`src/rtl/if_fetch_pkg.sv`:
```
// Shared fetch/decode definitions: widths, NOP encoding, fetch state, hold entry.
package if_fetch_pkg;

  localparam int unsigned PC_W    = 16;
  localparam int unsigned INSTR_W = 17;
  localparam int unsigned OPC_W   = 5;

  typedef logic [PC_W-1:0]    pc_t;
  typedef logic [INSTR_W-1:0] instr_t;

  // Opcode field occupies the top OPC_W bits of an instruction.
  localparam logic [OPC_W-1:0] OPC_NOP = 5'h00;
  localparam logic [OPC_W-1:0] OPC_JAL = 5'h19;

  // Decode-side SRC1 selection; NPC2SRC1 consumes nxt_pc_IM_ID.
  typedef enum logic [1:0] {
    SRC1_RF  = 2'd0,
    SRC1_NPC = 2'd1,
    SRC1_IMM = 2'd2
  } src1_sel_e;

  localparam instr_t NOP_INSTR    = {OPC_NOP, {(INSTR_W - OPC_W){1'b0}}};
  localparam pc_t    DEF_RESET_PC = '0;

  // EMPTY: nothing to present; STREAM: read in flight; HELD: skid buffer full.
  typedef enum logic [1:0] {
    ST_EMPTY  = 2'd0,
    ST_STREAM = 2'd1,
    ST_HELD   = 2'd2
  } fetch_state_e;

  typedef struct packed {
    instr_t instr;
    pc_t    pc;
  } hold_entry_t;

  // Sequential PC increment, wraps at 2^PC_W.
  function automatic pc_t pc_inc(input pc_t p);
    return p + PC_W'(1);
  endfunction

endpackage

```
`src/rtl/if_fetch_if.sv`:
```
// Fetch -> decode instruction interface.
//   master (fetch):  drives instr, instr_vld, nxt_pc_IM_ID
//   slave  (decode): drives stall_IM_ID, flow_change_ID_EX, tgt_pc
interface if_fetch_if;
  import if_fetch_pkg::*;

  logic   stall_IM_ID;
  logic   flow_change_ID_EX;
  pc_t    tgt_pc;
  instr_t instr;
  logic   instr_vld;
  pc_t    nxt_pc_IM_ID;

  modport master (
    input  stall_IM_ID, flow_change_ID_EX, tgt_pc,
    output instr, instr_vld, nxt_pc_IM_ID
  );

  modport slave (
    output stall_IM_ID, flow_change_ID_EX, tgt_pc,
    input  instr, instr_vld, nxt_pc_IM_ID
  );

endinterface

```
`src/rtl/if_fetch_hold_buf.sv`:
```
// 1-entry skid buffer holding a fetched instruction and its address while
// decode stalls.
//   cap   : load d, set vld
//   rls   : clear vld (entry consumed)
//   flush : clear vld (redirect), highest priority
//   vld/q : registered entry state
module fetch_hold_buf
  import if_fetch_pkg::*;
(
  input  logic        clk,
  input  logic        rst_n,
  input  logic        cap,
  input  logic        rls,
  input  logic        flush,
  input  hold_entry_t d,
  output logic        vld,
  output hold_entry_t q
);

  always_ff @(posedge clk or negedge rst_n) begin
    if (!rst_n) begin
      vld     <= 1'b0;
      q.instr <= NOP_INSTR;
      q.pc    <= '0;
    end else if (flush) begin
      vld <= 1'b0;
    end else if (cap) begin
      vld <= 1'b1;
      q   <= d;
    end else if (rls) begin
      vld <= 1'b0;
    end
  end

endmodule

```
`src/rtl/if_fetch.sv`:
```
// Instruction fetch unit: issues synchronous IM reads, presents one
// instruction per cycle to decode, honours decode stall, redirects on
// taken branch/jump.
//   clk, rst_n        : clock, async active-low reset
//   dec (master)      : instr / instr_vld / nxt_pc_IM_ID out; stall, redirect in
//   im_re, im_addr    : IM read request (combinational)
//   im_rdata          : IM data, valid the cycle after im_re
module if_fetch
  import if_fetch_pkg::*;
#(
  parameter pc_t RESET_PC = DEF_RESET_PC
) (
  input  logic              clk,
  input  logic              rst_n,
  if_fetch_if.master        dec,
  output logic              im_re,
  output pc_t               im_addr,
  input  instr_t            im_rdata
);

  fetch_state_e state_q, state_d;
  pc_t          pc_q, pc_d;
  pc_t          rd_pc_q, rd_pc_d;
  logic         rd_pend;
  logic         out_vld;
  logic         hold_vld;
  hold_entry_t  hold_q;
  logic         cap, rls, flush;
  pc_t          sel_pc;

  assign rd_pend = (state_q == ST_STREAM);
  assign out_vld = hold_vld | rd_pend;

  // State and PC registers.
  always_ff @(posedge clk or negedge rst_n) begin
    if (!rst_n) begin
      state_q <= ST_EMPTY;
      pc_q    <= RESET_PC;
      rd_pc_q <= '0;
    end else begin
      state_q <= state_d;
      pc_q    <= pc_d;
      rd_pc_q <= rd_pc_d;
    end
  end

  // Next state, IM request and hold-buffer control.
  always_comb begin
    state_d = state_q;
    im_re   = 1'b1;
    im_addr = pc_q;
    pc_d    = pc_q;
    rd_pc_d = rd_pc_q;
    cap     = 1'b0;
    rls     = 1'b0;
    flush   = 1'b0;

    if (dec.flow_change_ID_EX) begin
      // Redirect overrides stall and discards any held instruction.
      im_addr = dec.tgt_pc;
      flush   = 1'b1;
      state_d = ST_STREAM;
    end else begin
      // Keep fetching unless a valid instruction is blocked by decode;
      // a stall with nothing valid still prefetches.
      im_re = !(dec.stall_IM_ID && out_vld);
      unique case (state_q)
        ST_EMPTY:  state_d = ST_STREAM;
        ST_STREAM: begin
          if (dec.stall_IM_ID) begin
            state_d = ST_HELD;
            cap     = 1'b1;
          end
        end
        ST_HELD: begin
          if (!dec.stall_IM_ID) begin
            state_d = ST_STREAM;
            rls     = 1'b1;
          end
        end
        default:   state_d = ST_EMPTY;
      endcase
    end

    if (im_re) begin
      pc_d    = pc_inc(im_addr);
      rd_pc_d = im_addr;
    end
  end

  fetch_hold_buf u_hold (
    .clk   (clk),
    .rst_n (rst_n),
    .cap   (cap),
    .rls   (rls),
    .flush (flush),
    .d     ('{instr: im_rdata, pc: rd_pc_q}),
    .vld   (hold_vld),
    .q     (hold_q)
  );

  // Presentation mux: held entry first, then the just-returned read.
  always_comb begin
    dec.instr     = NOP_INSTR;
    dec.instr_vld = 1'b0;
    sel_pc        = hold_q.pc;
    if (hold_vld) begin
      dec.instr     = hold_q.instr;
      dec.instr_vld = 1'b1;
      sel_pc        = hold_q.pc;
    end else if (rd_pend) begin
      dec.instr     = im_rdata;
      dec.instr_vld = 1'b1;
      sel_pc        = rd_pc_q;
    end
  end

  assign dec.nxt_pc_IM_ID = pc_inc(sel_pc);

  // The skid buffer and an in-flight read never coexist.
  a_hold_xor_pend: assert property (@(posedge clk) disable iff (!rst_n)
    !(hold_vld && rd_pend));

endmodule

```
`src/flat_wrapper.sv`:
```
// flat-port wrapper written by rule: the top's interface ports become plain ports
module if_fetch_flat import if_fetch_pkg::*;
#(
  parameter pc_t RESET_PC = DEF_RESET_PC
)
  (clk, rst_n, im_re, im_addr, im_rdata, dec_stall_IM_ID, dec_flow_change_ID_EX, dec_tgt_pc, dec_instr, dec_instr_vld, dec_nxt_pc_IM_ID);
  if_fetch_if dec_i ();
  input  logic clk;
  input  logic rst_n;
  output logic im_re;
  output pc_t im_addr;
  input  instr_t im_rdata;
  input wire logic [$bits(dec_i.stall_IM_ID)-1:0] dec_stall_IM_ID;
  input wire logic [$bits(dec_i.flow_change_ID_EX)-1:0] dec_flow_change_ID_EX;
  input wire logic [$bits(dec_i.tgt_pc)-1:0] dec_tgt_pc;
  output wire logic [$bits(dec_i.instr)-1:0] dec_instr;
  output wire logic [$bits(dec_i.instr_vld)-1:0] dec_instr_vld;
  output wire logic [$bits(dec_i.nxt_pc_IM_ID)-1:0] dec_nxt_pc_IM_ID;
  assign dec_i.stall_IM_ID = dec_stall_IM_ID;
  assign dec_i.flow_change_ID_EX = dec_flow_change_ID_EX;
  assign dec_i.tgt_pc = dec_tgt_pc;
  assign dec_instr = dec_i.instr;
  assign dec_instr_vld = dec_i.instr_vld;
  assign dec_nxt_pc_IM_ID = dec_i.nxt_pc_IM_ID;
  if_fetch #(.RESET_PC(RESET_PC)) u_core (.clk(clk), .rst_n(rst_n), .dec(dec_i), .im_re(im_re), .im_addr(im_addr), .im_rdata(im_rdata));
endmodule
```
`config.mk`:
```
export PLATFORM = sky130hd
export DESIGN_NAME = if_fetch_flat
export DESIGN_NICKNAME = d
export VERILOG_FILES = /design/src/rtl/if_fetch_pkg.sv /design/src/rtl/if_fetch_if.sv /design/src/rtl/if_fetch_hold_buf.sv /design/src/rtl/if_fetch.sv /design/src/flat_wrapper.sv
export SDC_FILE = /design/constraint.sdc
export NUM_CORES = 1
export LEC_CHECK = 0
export BUFFER_PORTS_ARGS = -buffer_cell sky130_fd_sc_hd__buf_4
export CAP_MARGIN = 20
export CORE_ASPECT_RATIO = 1.5
export CORE_MARGIN = 2
export CORE_UTILIZATION = 30
export DETAILED_ROUTE_END_ITERATION = 16
export MAX_ROUTING_LAYER = met4
export PLACE_DENSITY = 0.54
export RECOVER_POWER = 50
export REMOVE_ABC_BUFFERS = 1
export SLEW_MARGIN = 20
export SYNTH_ARGS = -nofsm -noshare
export SYNTH_HDL_FRONTEND = slang
export SYNTH_HIERARCHICAL = 1
export SYNTH_SLANG_ARGS = --single-unit
```
`constraint.sdc`:
```
create_clock -name clk -period 7.2 [get_ports clk]
set_input_delay 1.44 -clock clk [delete_from_list [all_inputs] [get_ports clk]]
set_output_delay 1.44 -clock clk [all_outputs]
set_load 0.005 [all_outputs]
```
## Word level (Yosys, flattened, before mapping)

Index checks and enable logic that the tools add are counted.

- Bits of input ports: 37
- Register bits: 68
- Output and inout bits: 51
- Logic and storage cells: 42

- Reductions and logical operators: 6
- Add/subtract/negate cells: 2
- Equality and inequality tests: 4
- Muxes and demuxes: 22
- Bitwise logic cells: 2

Operator list:

| kind | number |
|---|---|
| two-way mux 16 bit | 3 |
| two-way mux 17 bit | 2 |
| adder 16 x 1 -> 16 bit, second input constant | 2 |
| two-way mux 1 bit | 13 |
| two-way mux 2 bit | 3 |
| inequality test 3 bit, second input constant | 2 |
| case mux 2 bit (3 select lines) | 1 |
| AND reduction 2 bit | 2 |
| nonzero test 3 bit | 1 |
| == test 2 x 1 -> 1 bit, second input constant | 1 |
| == test 2 bit, second input constant | 1 |
| logical NOT 2 bit | 1 |
| logical AND 1 bit | 1 |
| logical NOT 1 bit | 1 |
| inverter 1 bit | 1 |
| bitwise OR 1 bit | 1 |

## Longest topological paths before layout

Gate-level depths: netlist of run 1.

- Word-level depth: 6
- Mapped depth: 12
- Depth with buffers taken out: 9

## Hierarchy

Netlist of run 1, hierarchy kept.

Modules (own cells, without submodules):

| module | sequential area each (um2) | cells an instance | area an instance (um2) | times used |
|---|---|---|---|---|
| if_fetch | 850.8 | 315 | 2673.8 | 1 |
| fetch_hold_buf | 850.8 | 75 | 1435.1 | 1 |

## Least setup slack after synthesis of run 1

Ideal clock, no wire load.

- Path type: input-to-output
- Start point: in dec_flow_change_ID_EX
- End point: out im_re
- Stages: 6
- Buffers on the path: 4
- Arrival time: 2355 ps
- Slack: 3405 ps
- Required time: 5760 ps
- Cells stage by stage: buf_6 nand2b_1 a21o_1 clkbuf_1 buf_2 buf_2

- Cells in the longest elaborated chain, start to end: 1

RTL lines:

| what | RTL line | RTL |
|---|---|---|
| start: declaration | flat_wrapper.sv:14 | `input wire logic [$bits(dec_i.flow_change_ID_EX)-1:0] dec_flow_change_ID_EX;` |
| two-way mux 1 bit | if_fetch.sv:58 | `if (dec.flow_change_ID_EX) begin` |
| end: declaration | flat_wrapper.sv:10 | `output logic im_re;` |

Every way passes these cells.

## Worst setup path in the final report of run 1

Ends and elaborated chain as after synthesis.

==> results of run 1 <==
==> path summary, 6_finish.rpt <==
| check | to | cells past startpoint | slack (ps) |
|---|---|---|---|
| max in group asynchronous | u_core/rd_pc_q[13]$_DFFE_PN0P_ | 1 | 2660 |
| max | im_re | 5 | 2000 |
| min in group asynchronous | u_core/u_hold/q[25]$_DFFE_PN0P_ | 1 | 2410 |
| max reg2reg | u_core/u_hold/q[28]$_DFFE_PN0P_ | 5 | 4790 |
| min | u_core/pc_q[1]$_DFFE_PN0P_ | 1 | 510 |
| min reg2reg | u_core/pc_q[1]$_DFFE_PN0P_ | 1 | 510 |
==> flip-flops by register name, indices dropped and copies added, names as in the netlist <==
signal and count:
u_core/pc_q 16, u_core/rd_pc_q 16, u_core/state_q 2, u_core/u_hold/q 33
u_core/u_hold/vld 1
==> worst max-delay path, cell delays in order <==
cell and delay, ps:
clkbuf_1 1240, nand2b_1 280, a21o_1 100, buf_4 470, buf_4 210
==> layout by cell type, fill, tap and decap left out, types with 2 or more instances in the layout <==
cell | netlist | final
buf_4 | 1 | 88
clkbuf_8 | 0 | 2
clkbuf_16 | 0 | 9
nand4b_1 | 2 | 2
a21o_1 | 3 | 3
ha_1 | 2 | 2
a21oi_1 | 29 | 29
o21ai_0 | 7 | 7
nor3_1 | 1 | 2
a22o_1 | 17 | 17
and3_1 | 2 | 2
nand3_1 | 15 | 15
dfrtp_1 | 68 | 68
mux2i_1 | 24 | 24
inv_1 | 18 | 18
xnor2_1 | 17 | 17
nand2_1 | 34 | 34
nor2_1 | 32 | 32
mux2_4 | 30 | 30
nand4_1 | 8 | 8
mux2_2 | 10 | 10
xor2_1 | 15 | 15
and4_1 | 5 | 5
clkbuf_1 | 8 | 3
and2_1 | 2 | 2
clkinv_2 | 0 | 2
nor2b_1 | 3 | 3
nand2b_1 | 6 | 6
==> cells in the mapped netlist, types with 3 or more instances <==
master and number:
and4_1 5, a21oi_1 29, nand3_1 15, clkbuf_1 8, nor2_1 32, mux2_2 10
o21ai_0 7, nand2b_1 6, xor2_1 15, a21o_1 3, nand4_1 8, nand2_1 34
buf_6 3, xnor2_1 17, inv_1 18, nor2b_1 3, a22o_1 17, buf_12 3
mux2i_1 24, mux2_4 30, dfrtp_1 68, buf_2 6
==> cells by family (layout without fill, tap and decap cells) <==
logic type	after synthesis	count (layout)
AO/OA/AOI/OAI	65	65
buffers and inverters	39	124
multiplexers	66	66
AND/OR/NAND/NOR	118	118
flip-flops	68	68
adder cells (fa/ha/maj)	2	2
XOR/XNOR	32	32
==> report_power, final <==
part	switching, mW	internal [mW]	total, mW
combinational	0.210	0.279	0.490
clock	0.161	0.286	0.447
sequential	0.104	0.485	0.590
total	0.476	1.05	1.53
==> cell type report <==
| class | count | area, um2 | area share |
|---|---|---|---|
| Clock buffer | 12 | 256 | 0.0501 |
| Clock inverter | 4 | 47.5 | 0.00928 |
| Inverter | 18 | 67.6 | 0.0132 |
| Multi-Input combinational cell | 283 | 2180 | 0.425 |
| Sequential cell | 68 | 1700 | 0.332 |
| Tap cell | 162 | 203 | 0.0396 |
| Timing Repair Buffer | 90 | 668 | 0.130 |
==> layer usage <==
layer	vias up	part of all wire
met5	-	0
met4	0	0.017
met3	14	0.034
met2	68	0.52
met1	1514	0.43
li1	1524	-
==> metrics by stage <==
stage	utilization	cells	hold slack, ps
2_1_floorplan	-	369	480
3_3_place_gp	0.359	621	491
3_5_place_dp	0.359	621	495
4_1_cts	0.382	637	509
5_1_grt	0.380	637	524
6_report	0.380	637	505
==> metrics.cfg, run 1 <==
[critical_path]
worst_setup_path_startpoint=dec_flow_change_ID_EX
data_arrival_time_of_the_worst_path_ps=3760
crit_type=in2out
startpoint_type=input port
worst-path-max-fanout=60
r2r-start=u_core/state_q[1]$_DFFE_PN0P_
end_kind=output pin
worstPathRequired_ps=5760

[drt]
drt_iter0_markers=184
detailroute.via_count=3120
drc_errors=0
drt-total-wl_um=9930
detailedRoute.firstPassIterationCount=4
post_drt_wl_per_cell_um=15.6
detail_route.vias_per_cell=4.90
antenna_violating_nets_post_route=0

[die]
die_width_um=99.6
die_area_um2=14700
floorplan.core_area_um2=13500
initial_utilization=0.305
num_io_pins=88
floorplan_die_height_um=147
placement_rows=52

[clock_tree]
cts.hold.buffers_added=0
cts.root.buffer_cell=clkbuf_16
tritoncts_num_sinks=68
cts_made_buffers=9
clock_latency_ps=330
clock_tree.htree_level_count=3
clk_transition_reported_paths_ps=60
cts_max_path_buffers=2
cts_resized=0
cts_tree=yes
cts_setup_buffers=0

[synthesis]
avgSynthCellArea_um2=10.5
synth.area.top_cells=dfrtp_1 41%, mux2_4 11%, mux2i_1 5.8%
synthXorXnorAreaFrac=0.0682
synth-compound-area-share=0.106
post-synth-top-area-fraction=0.414
synth_top_family_by_area=multiplexers
synth_edf_count=0
netlist.top_cell.by_area=dfrtp_1
ys_warn_count=6
yosys_most_used_dff=dfrtp_1
synth.cell_area_um2=4110
postSynthRegisterBits=68
post_synth_inst_count=390
synthAdderAreaFrac=0.00609
synth-seq-area-share=0.414
netlist-cell-type-count=47
simple_gate_fraction_of_synth_area=0.146
synth.mux.area_fraction=0.204
asyncSetResetFlopFracSynth=1.00

[run_status]
status=complete, but fails checks
failed_checks=max-capacitance violations, max-slew violations

[global_routing]
global_route.usage.total=0.142
via_count_of_the_first_global_routing_pass=3199
gr-total-overflow=0
grt-busiest-layer=met2
grt_first_pass_wirelength_um=15900
grt.met3_usage=0.0219
grt_util_met2=0.248
grt_start_max_net_pins=69
gr-usage-met1=0.162
antenna_found_initial=0

[finish]
fin_nets=509
synthToLayoutAreaGrowth_pct=24.7
antenna-diode-count=0
post_route_cells_drive_above_1_share=0.316
stdcell_area_um2=5120
fillCellCount=1337

[place]
replace_congestion=0.753
dp_hpwl_um=7140
placed_area_um2=4840
place_worst_setup_slack_ps=2720
io_buffers=87

[pwr]
finalPower_mw=1.53
power-per-cell-area_nw_per_um2=298
ir_drop_uv=114
static-leakage-power_nw=2.35

[timing]
rsz0062_at_grt=no
final.setup.worst_slack_ps=2000
hold_fails_final_rpt=0
layout_min_cycle_time_ps=5200
setup-tns-final_ps=0
layout_skew_ps=6.62
worstMarginPinSlew_ps=3780
fin_crit_sh=0.723
slew_viol_final=99
timing.fmax_mhz=192
finalSetupViolations=0
timing.slew.headroom=-1.52

[worst_hold_path]
min-delay-start=u_core/pc_q[1]$_DFFE_PN0P_
hp-class=reg2reg

[flow_run]
maxCapViolations=2

Note: power is estimated with default switching activity, not from simulation.
==> inputs of run 2 (changes only) <==
--- a/config.mk
+++ b/config.mk
@@ -5,6 +5,7 @@
 export SDC_FILE = /design/constraint.sdc
 export NUM_CORES = 1
 export LEC_CHECK = 0
+export ABC_AREA = 1
 export BUFFER_PORTS_ARGS = -buffer_cell sky130_fd_sc_hd__buf_4
 export CAP_MARGIN = 20
 export CORE_ASPECT_RATIO = 1.5
==> constraint.sdc (replaced) <==
create_clock -name clk -period 5.3 [get_ports clk]
set_input_delay 1.06 -clock clk [delete_from_list [all_inputs] [get_ports clk]]
set_output_delay 1.06 -clock clk [all_outputs]
set_load 0.005 [all_outputs]
==> run 2 against run 1 <==
  * The flow now finishes without violations
  * Final cell count is 40% higher
  * Design area is 5.1% higher
  * Sequential power grew 19%
  * Worst setup slack lost 1000 ps
  * Critical path depth is 2 higher
  * Largest cell class unchanged
  * Register-to-register slack got worse by 2400 ps
  * Hold slack worse by 35 ps
  * Global-route usage rose by 1.9 points
  * Power rose by 26%
  * Via count increased by 32%
  * Sequential share of layout area down 1.6 points
  * Combinational power rose by 22%
==> metrics.cfg, run 2 <==
[drt]
antenna_violating_nets_post_route=0
detailedRoute.firstPassIterationCount=5
post_drt_wl_per_cell_um=13.1
detail_route.vias_per_cell=4.62
detailroute.via_count=4124
drt_iter0_markers=169
drc_errors=0
drt-total-wl_um=11700

[clock_tree]
clock_latency_ps=330
cts_max_path_buffers=2
cts_tree=yes
tritoncts_num_sinks=68
cts_setup_buffers=0
clock_tree.htree_level_count=3
cts_made_buffers=9
clk_transition_reported_paths_ps=50
cts.hold.buffers_added=0
cts_resized=0
cts.root.buffer_cell=clkbuf_16

[die]
placement_rows=54
initial_utilization=0.306
floorplan_die_height_um=153
num_io_pins=88
die_area_um2=15700
die_width_um=103
floorplan.core_area_um2=14500

[global_routing]
grt_util_met2=0.259
grt_first_pass_wirelength_um=19600
grt.met3_usage=0.0239
grt_start_max_net_pins=69
gr-usage-met1=0.206
via_count_of_the_first_global_routing_pass=3955
grt-busiest-layer=met2
global_route.usage.total=0.161
antenna_found_initial=0
gr-total-overflow=0

[finish]
flip_flop_count_of_the_largest_register_all_copies_and_words_added=33
mostFrequentLayoutCells=239 x nand2_1, 89 x buf_4, 71 x inv_1
post_route_utilization=0.372
layout.cells.most_common=nand2_1
register_area_um2=1700
fin_nets=732
fillCellCount=1594
synthToLayoutAreaGrowth_pct=21.8
biggestRegsByFlops=u_core/u_hold/q (33), u_core/pc_q (16), u_core/rd_pc_q (16)
post_route_cells_drive_above_1_share=0.211
regMostFlops=u_core/u_hold/q
final_cells=893
antenna-diode-count=0
multi_input_logic_area_um2=2170
stdcell_area_um2=5380

[critical_path]
worst_path_max_delay_cell=inv_1
max_stage_delay_ps=820
worstPathRequired_ps=4240
cp_cell_sequence=buf_4, inv_1, nand2_1, a21oi_1, buf_4, inv_1, buf_4
crit_type=in2out
worst-path-max-fanout=36
end_kind=output pin
data_arrival_time_of_the_worst_path_ps=3260
startpoint_type=input port
path_common_cell=buf_4

[place]
io_buffers=87
placed_area_um2=5100
dp.cells=878
place_worst_setup_slack_ps=1470
replace_congestion=0.832
dp_hpwl_um=8400

[timing]
hold_fails_final_rpt=0
rsz0062_at_grt=no
final.setup.worst_slack_ps=984
worstMarginPinSlew_ps=1420
hold_ws_ps=471
layout_skew_ps=3.89
slew_viol_final=0
layout_min_cycle_time_ps=4320
finalSetupViolations=0
setup-tns-final_ps=0
fin_crit_sh=0.814
timing.fmax_mhz=232
timing.slew.headroom=0.0542

[pwr]
share_seq_of_total_power=0.366
finalPower_mw=1.92
power.switching_fraction=0.334
share_clk_of_total_power=0.321
static-leakage-power_nw=2.87
pwr-share-comb=0.312
switching_power_uw=639
power-per-cell-area_nw_per_um2=356
ir_drop_uv=139
p_int_mw=1.28

[flow_run]
maxCapViolations=0

[synthesis]
yosys_most_used_dff=dfrtp_1
yosys.cell_count.top_type=nand2_1
netlist.top_cell.by_area=dfrtp_1
ys_warn_count=6
avgSynthCellArea_um2=7.11
synth.area.top_cells=dfrtp_1 39%, nand2_1 20%, nand3_1 7.3%
synth_common_cells=238 x nand2_1, 69 x inv_1, 68 x dfrtp_1
post_synth_inst_count=621
asyncSetResetFlopFracSynth=1.00
post-synth-top-area-fraction=0.385
netlist-cell-type-count=37
synth_edf_count=0
synth-seq-area-share=0.385
postSynthRegisterBits=68
synth.cell_area_um2=4420

[run_status]
status=finished clean

[worst_hold_path]
hp-class=reg2reg

[run 2: cell count changes after synthesis, sizes merged, moves of 8 or more]
cell and delta:
a21oi -25, buf +14, inv +58, mux2 -40, mux2i -26, nand2 +220, nand3 +53, nor2 +15
o21ai +19, xnor2 -17, xor2 -8
[run 2: layout make-up]
type | instances | share of cell area
clock buffer | 14 | 0.0509
clock inverter | 1 | 0.00558
inverter | 76 | 0.0544
multi-input combinational | 449 | 0.403
sequential | 68 | 0.316
tap | 196 | 0.0456
timing repair buffer | 89 | 0.124
[run 2: power by group through the flow]
| stage | combinational (mW) | sequential (mW) | clock [mW] |
|---|---|---|---|
| floorplan | 0.369 | 0.691 | 0 |
| global placement | 0.599 | 0.706 | 0 |
| detailed placement | 0.608 | 0.710 | 0 |
| CTS | 0.610 | 0.702 | 0.635 |
| global route | 0.683 | 0.719 | 0.648 |
| finish | 0.598 | 0.702 | 0.616 |
[run 2: path summary, 6_finish.rpt]
kind                                                      from                              end  slack (ps)  cells past startpoint
worst max-delay path                     dec_flow_change_ID_EX                            im_re         980                      7
worst min-delay path            u_core/u_hold/q[2]$_DFFE_PN0P_   u_core/u_hold/q[2]$_DFFE_PN0P_         470                      2
worst max register to register   u_core/state_q[1]$_DFFE_PN0P_  u_core/u_hold/q[15]$_DFFE_PN0P_        2390                      6
worst min register to register  u_core/u_hold/q[2]$_DFFE_PN0P_   u_core/u_hold/q[2]$_DFFE_PN0P_         470                      2
max in group asynchronous                                rst_n  u_core/u_hold/q[13]$_DFFE_PN0P_        3880                      1
min in group asynchronous                                rst_n       u_core/pc_q[4]$_DFFE_PN0P_         850                      1
[run 2: cells by family after synthesis]
family / after synthesis / share of synthesized area
simple gates: 380 / 0.381
buf+inv: 104 / 0.119
flops: 68 / 0.385
compound gates: 60 / 0.0949
xor+xnor: 7 / 0.0139
fa+ha+maj: 2 / 0.00566
[run 2: worst max-delay path, delay by kind of cell]
| family | cells | cell delay (ps) |
|---|---|---|
| buffers and inverters | 5 | 1910 |
| AOI/OAI and AO/OA | 1 | 60 |
| and+or+nand+nor | 1 | 210 |
[run 2: layer usage]
metal,routed length (um),up-vias,part of all wire
met1,5300,1918,0.45
met2,5910,86,0.50
met3,388,10,0.033
met5,0,-,0
met4,141,0,0.012
li1,-,2110,-
